**config.mk**
```make
export PLATFORM = sky130hd
export DESIGN_NAME = sim_run_controller
export DESIGN_NICKNAME = d
export VERILOG_FILES = /design/src/rtl/sim_ctrl_pkg.sv /design/src/rtl/sim_run_controller_popcount_prio.sv /design/src/rtl/sim_run_controller.sv
export SDC_FILE = /design/constraint.sdc
export NUM_CORES = 1
export LEC_CHECK = 0
export CAP_MARGIN = 20
export CORE_ASPECT_RATIO = 0.8
export CORE_UTILIZATION = 40
export DETAILED_ROUTE_END_ITERATION = 7
export GPL_ROUTABILITY_DRIVEN = 1
export PLACE_DENSITY = 0.67
export REMOVE_ABC_BUFFERS = 1
export SLEW_MARGIN = 5
export SYNTH_ARGS = -nofsm -noshare
export SYNTH_HDL_FRONTEND = slang
export SYNTH_SLANG_ARGS = --single-unit
```
**constraint.sdc**
```tcl
create_clock -name clock_i -period 3 [get_ports clock_i]
set_clock_uncertainty 0.2 [all_clocks]
set_input_delay 0.6 -clock clock_i [delete_from_list [all_inputs] [get_ports clock_i]]
set_output_delay 0.6 -clock clock_i [all_outputs]
set_load 0.01 [all_outputs]
```
**src/rtl/sim_ctrl_pkg.sv**
```systemverilog
// Shared types and helpers for the simulation run controller.
package sim_ctrl_pkg;

    typedef enum logic [1:0] {
        IDLE       = 2'd0,
        RESET_HOLD = 2'd1,
        RUN        = 2'd2,
        DONE       = 2'd3
    } state_e;

    // All-ones value of a w-bit counter: the saturation ceiling.
    function automatic int unsigned sat_max(input int unsigned w);
        return (w >= 32) ? 32'hFFFF_FFFF : ((32'd1 << w) - 32'd1);
    endfunction

    // Index width for n items, never narrower than one bit.
    function automatic int unsigned id_width(input int unsigned n);
        return (n > 1) ? $clog2(n) : 1;
    endfunction

endpackage

```
**src/rtl/sim_run_controller_popcount_prio.sv**
```systemverilog
// Combinational failure counter and lowest-set-bit priority encoder.
module popcount_prio #(
    parameter int unsigned N  = 4,
    parameter int unsigned CW = 3,
    parameter int unsigned IW = 2
) (
    input  logic [N-1:0]  bits_i,
    output logic [CW-1:0] count_o,
    output logic [IW-1:0] idx_o,
    output logic          any_o
);

    // Scan high-to-low so the lowest set index is the last one written.
    always_comb begin
        count_o = '0;
        idx_o   = '0;
        any_o   = 1'b0;
        for (int i = N - 1; i >= 0; i--) begin
            if (bits_i[i]) begin
                count_o = count_o + CW'(1);
                idx_o   = IW'(i);
                any_o   = 1'b1;
            end
        end
    end

endmodule

```
**src/rtl/sim_run_controller.sv**
```systemverilog
// Run controller: DUT reset sequencing, cycle budget and checker verdict aggregation.
module sim_run_controller
    import sim_ctrl_pkg::*;
#(
    parameter int unsigned NUM_CHECKS   = 4,
    parameter int unsigned RESET_CYCLES = 2,
    parameter int unsigned MAX_CYCLES   = 200,
    parameter int unsigned CNT_W        = 16,
    parameter int unsigned ERR_W        = 8,
    localparam int unsigned ID_W        = id_width(NUM_CHECKS)
) (
    input  logic                  clock_i,
    input  logic                  reset_i,
    input  logic                  start_i,
    input  logic                  halt_i,
    input  logic [NUM_CHECKS-1:0] check_valid_i,
    input  logic [NUM_CHECKS-1:0] check_fail_i,
    output logic                  dut_reset_o,
    output logic                  running_o,
    output logic                  done_o,
    output logic                  pass_o,
    output logic                  timeout_o,
    output logic [ERR_W-1:0]      error_count_o,
    output logic [ID_W-1:0]       first_fail_id_o,
    output logic                  fail_seen_o,
    output logic [CNT_W-1:0]      cycle_count_o
);

    localparam int unsigned PC_W   = $clog2(NUM_CHECKS + 1);
    localparam int unsigned HOLD_W = id_width(RESET_CYCLES);
    localparam int unsigned SUM_W  = ((ERR_W > PC_W) ? ERR_W : PC_W) + 1;
    localparam logic [SUM_W-1:0] ERR_MAX = SUM_W'(sat_max(ERR_W));

    state_e              state_q, state_d;
    logic [HOLD_W-1:0]   hold_q, hold_d;
    logic [CNT_W-1:0]    cycle_q, cycle_d;
    logic [ERR_W-1:0]    err_q, err_d;
    logic [ID_W-1:0]     ffid_q, ffid_d;
    logic                seen_q, seen_d;
    logic                tmo_q, tmo_d;
    logic                dres_q, run_q, done_q, pass_q;

    logic [NUM_CHECKS-1:0] fail_vec;
    logic [PC_W-1:0]       fail_cnt;
    logic [ID_W-1:0]       fail_idx;
    logic                  fail_any;
    logic [SUM_W-1:0]      err_sum;

    assign fail_vec = check_valid_i & check_fail_i;
    assign err_sum  = SUM_W'(err_q) + SUM_W'(fail_cnt);

    popcount_prio #(
        .N  (NUM_CHECKS),
        .CW (PC_W),
        .IW (ID_W)
    ) u_popcount_prio (
        .bits_i  (fail_vec),
        .count_o (fail_cnt),
        .idx_o   (fail_idx),
        .any_o   (fail_any)
    );

    // Next-state and counter update.
    always_comb begin
        state_d = state_q;
        hold_d  = hold_q;
        cycle_d = cycle_q;
        err_d   = err_q;
        ffid_d  = ffid_q;
        seen_d  = seen_q;
        tmo_d   = tmo_q;
        case (state_q)
            IDLE, DONE: begin
                if (start_i) begin
                    state_d = RESET_HOLD;
                    hold_d  = '0;
                    cycle_d = '0;
                    err_d   = '0;
                    ffid_d  = '0;
                    seen_d  = 1'b0;
                    tmo_d   = 1'b0;
                end
            end
            RESET_HOLD: begin
                if (hold_q == HOLD_W'(RESET_CYCLES - 1)) begin
                    state_d = RUN;
                end else begin
                    hold_d = hold_q + HOLD_W'(1);
                end
            end
            RUN: begin
                cycle_d = cycle_q + CNT_W'(1);
                err_d   = (err_sum > ERR_MAX) ? ERR_W'(ERR_MAX) : ERR_W'(err_sum);
                if (fail_any && !seen_q) begin
                    seen_d = 1'b1;
                    ffid_d = fail_idx;
                end
                // Halt takes priority over budget expiry.
                if (halt_i) begin
                    state_d = DONE;
                end else if (cycle_q == CNT_W'(MAX_CYCLES - 1)) begin
                    state_d = DONE;
                    tmo_d   = 1'b1;
                end
            end
            default: state_d = IDLE;
        endcase
    end

    // State, counters and registered status outputs.
    always_ff @(posedge clock_i) begin
        if (reset_i) begin
            state_q <= IDLE;
            hold_q  <= '0;
            cycle_q <= '0;
            err_q   <= '0;
            ffid_q  <= '0;
            seen_q  <= 1'b0;
            tmo_q   <= 1'b0;
            dres_q  <= 1'b1;
            run_q   <= 1'b0;
            done_q  <= 1'b0;
            pass_q  <= 1'b0;
        end else begin
            state_q <= state_d;
            hold_q  <= hold_d;
            cycle_q <= cycle_d;
            err_q   <= err_d;
            ffid_q  <= ffid_d;
            seen_q  <= seen_d;
            tmo_q   <= tmo_d;
            dres_q  <= (state_d != RUN);
            run_q   <= (state_d == RUN);
            done_q  <= (state_d == DONE);
            pass_q  <= (state_d == DONE) && !seen_d && !tmo_d;
        end
    end

    assign dut_reset_o     = dres_q;
    assign running_o       = run_q;
    assign done_o          = done_q;
    assign pass_o          = pass_q;
    assign timeout_o       = tmo_q;
    assign error_count_o   = err_q;
    assign first_fail_id_o = ffid_q;
    assign fail_seen_o     = seen_q;
    assign cycle_count_o   = cycle_q;

endmodule

```
==> impl_metrics.env <==
export IMPL_finalWeightedCongestion=0.825
export IMPL_vias=1882
export IMPL_hp_class="register to register"
export IMPL_die_h_um=64.4
export IMPL_synthXorXnorAreaFrac_pct=4.05
export IMPL_endpoint_kind="register"
export IMPL_cts_buffers=5
export IMPL_yosysTopAreaCell="dfxtp_1"
export IMPL_synth_area_leaders="dfxtp_1 36%, ha_1 7.7%, a21oi_1 5.1%, xor2_1 3.2%, o21ai_0 3.1%"
export IMPL_synth_edf_count=0
export IMPL_worst_ep_required_time_ns=2.98
export IMPL_syn_to_final_growth_pct=43.1
export IMPL_combPwrFrac_pct=17.9
export IMPL_fin_cells=348
export IMPL_cp_top_family="adder cells"
export IMPL_portBuffers=43
export IMPL_crit_type="input pin to register"
export IMPL_grt_pass1_wl_um=7570
export IMPL_io_pins=44
export IMPL_path_cells="clkbuf_2 > and2_4 > buf_6 > ha_4 > nand2_2 > o21ai_2 > ha_1 > mux2_4 > fa_2 > a21o_1 > and4_4 > o21ai_2 > a21oi_2"
export IMPL_setup_viol=0
export IMPL_wirelength_um=4780
export IMPL_drt_iter0_drc=78
export IMPL_ir_drop_mv=0.243
export IMPL_antenna_found_initial=0
export IMPL_worstMarginPinSlew_ns=0.470
export IMPL_cp_start_kind="input pin"
export IMPL_ant_nets=0
export IMPL_firstDrtPassIters=4
export IMPL_synth_seq_area_share_pct=36.0
export IMPL_grt_ovfl_total=0
export IMPL_die_x_um=80.0
export IMPL_p_switching_mw=0.278
export IMPL_outcome="finished, final reports clean"
export IMPL_drive_above_1_share_pct=24.0
export IMPL_cpMostUsedCell="o21ai_2"
export IMPL_htree_levels=2
export IMPL_cts_tree="yes"
export IMPL_slew_viol_final=0
export IMPL_pwr_density_cell_nw_per_um2=374
export IMPL_power_share_clock_pct=36.3
export IMPL_drc=0
export IMPL_worstPathArrival_ns=2.86
export IMPL_crit_buf_inv=2
export IMPL_max_slew_margin_pct=68.7
export IMPL_synthCells=222
export IMPL_p_seq_share_pct=45.9
export IMPL_grtUsageTotal_pct=18.8
export IMPL_yosys_area_share_simple_pct=24.9
export IMPL_synthAdderAreaFrac_pct=8.75
export IMPL_start_util_pct=42.0
export IMPL_core_sq_um=4620
export IMPL_power_internal_mw=0.764
export IMPL_p_sw_share_pct=26.7
export IMPL_dp_hpwl_um=3170
export IMPL_vias_per_cell=5.41
export IMPL_cts_buffer_depth=2
export IMPL_async_flop_share_pct=0
export IMPL_dp_cells=334
export IMPL_hold_violations=0
export IMPL_drt_wirelength_per_cell_um=13.7
export IMPL_crit_slowest_cell="fa_2"
export IMPL_cts_sinks=35
export IMPL_ys_ff_latch=35
export IMPL_ys_warn_count=0
export IMPL_grt_max_degree=15
export IMPL_min_period_ns=2.88
export IMPL_clk_pin_slew_ns=0.07
export IMPL_syn_area_sq_um=1940
export IMPL_final_cell_area_sq_um=2780
export IMPL_synth_compound_area_share_pct=20.5
export IMPL_place_area_sq_um=2530
export IMPL_synthMuxAreaShare_pct=2.45
export IMPL_synth_top_family_by_area="simple AND/OR/NAND/NOR gates"
export IMPL_drv_cap=0
export IMPL_diodes=0
export IMPL_rows=22
export IMPL_layout_nets=312
export IMPL_synth_main_ff_cell="dfxtp_1"
export IMPL_rsz0062_at_grt="no"
export IMPL_syn_avg_cell_area_sq_um=8.76
export IMPL_synth_top_area_share_pct=36.0
export IMPL_max_freq_mhz=347
export IMPL_fin_crit_sh_pct=96.1
export IMPL_cts_root_buf="clkbuf_8"
export IMPL_dieArea_sq_um=5150
export IMPL_clk_latency_ns=0.28
export IMPL_slowest_delay_ns=0.35
export IMPL_synthDistinctLibCells=50
export IMPL_crit_path_max_fanout=4
export IMPL_grt_pass1_vias=1647
export IMPL_p_leak_nw=1.00
[through the flow]
| step | hold WS [ns] | utilization [%] | setup TNS [ns] | power (mW) | setup WS, ns |
|---|---|---|---|---|---|
| floorplan | 0.286 | - | -1.52 | 0.588 | -0.244 |
| global placement | 0.261 | 54.7 | -5.28 | 0.651 | -0.760 |
| detailed placement | 0.266 | 54.7 | -5.52 | 0.651 | -0.798 |
| global route | 0.304 | 60.2 | 0 | 1.09 | 0.0363 |
| CTS | 0.277 | 59.4 | 0 | 1.04 | 0.0138 |
| finish | 0.289 | 60.2 | 0 | 1.04 | 0.116 |
[synthesized netlist by cell type, drive strengths merged, types with 2 or more instances]
master   count
nor3         6
o211ai       2
xor2         7
o21ai       12
mux2         3
a211oi       3
o21a         3
nand4        7
dfxtp       35
ha          12
nor2        16
a31oi        2
or4          5
buf          2
nor4         2
a21oi       20
and4         3
o22ai        2
o2bb2ai      2
or3          5
a31o         2
nand2b       5
and2         3
inv          8
and3         3
a21o         3
o31ai        6
nor2b        2
clkbuf       4
xnor2        2
nand2       16
nand3        7
[layout by cell type (no fill, tap or decap), drive strengths merged, types with 2 or more instances in the layout]
cell / count
nor2: 16
nor2b: 2
mux2: 3
or3: 5
nor3: 6
and2: 3
nand3: 7
nand4: 7
o22ai: 2
or4: 5
a21oi: 20
inv: 8
and4: 3
dlygate4sd2: 2
clkbuf: 12
o21ai: 12
dfxtp: 35
buf: 21
and3: 3
clkdlybuf4s50: 37
nand2b: 5
xor2: 7
xnor2: 2
a31oi: 2
o31ai: 6
a21o: 3
nor4: 2
a31o: 2
a211oi: 3
ha: 12
nand2: 16
o21a: 3
o2bb2ai: 2
o211ai: 2
[worst paths after layout]
path                              to  slack, ns  cells after the start               start
setup / recovery    error_count_o[0]       0.12                     13    check_valid_i[3]
hold / removal    first_fail_id_o[1]       0.29                      2  first_fail_id_o[1]
setup reg to reg  first_fail_id_o[0]       0.59                      6          state_q[0]
hold reg to reg   first_fail_id_o[1]       0.29                      2  first_fail_id_o[1]
[metal layers]
metal | GRT usage (%) | vias to the layer above | wire length, um
li1 | - | 956 | -
met1 | 26.4 | 877 | 2440
met2 | 27.2 | 47 | 2090
met3 | 6.14 | 2 | 221
met4 | 5.36 | 0 | 27
met5 | 0 | - | 0
[registers in the layout, indices dropped and copies added, names as in the netlist]
signal and count:
timeout_o 1, cycle_count_o 16, running_o 1, error_count_o 8, dut_reset_o 1, state_q 2
hold_q 1, first_fail_id_o 2, pass_o 1, fail_seen_o 1, done_o 1
[kinds of logic (layout without fill, tap and decap cells)]
group	Yosys count	after routing
AND/OR/NAND/NOR	84	84
multiplexers	4	4
XOR/XNOR	9	9
flip-flops	35	35
buffers and inverters	14	80
AO/OA/AOI/OAI	63	63
adder cells (fa/ha/maj)	13	13
[tightest hold or removal path, stage by stage, from the launching register on]
cell      delay (ns)
dfxtp_1         0.31
nand2b_1        0.07
mux2i_1         0.06
[timing repair]
| action | 4_1_cts | 5_1_grt |
|---|---|---|
| cloned | 0 | 0 |
| pin swaps | 13 | 17 |
| hold buffers | 0 | 0 |
| resized for setup | 27 | 22 |
| buffers inserted | 6 | 0 |
| setup endpoints to repair | 8 | 7 |
[cell type report]
class | count | area (sq um)
clock buffer | 8 | 100
fill | 418 | 1840
inverter | 8 | 30.0
multi-input combinational | 173 | 1300
sequential | 35 | 701
tap | 60 | 75.1
timing repair buffer | 64 | 573
[power by group through the flow]
| stage | sequential [mW] | clock, mW | combinational (mW) |
|---|---|---|---|
| floorplan | 0.488 | 0 | 0.0999 |
| global placement | 0.488 | 0 | 0.162 |
| detailed placement | 0.488 | 0 | 0.163 |
| CTS | 0.477 | 0.386 | 0.180 |
| global route | 0.479 | 0.410 | 0.204 |
| finish | 0.478 | 0.378 | 0.186 |
(Power assumes the default switching activity.)
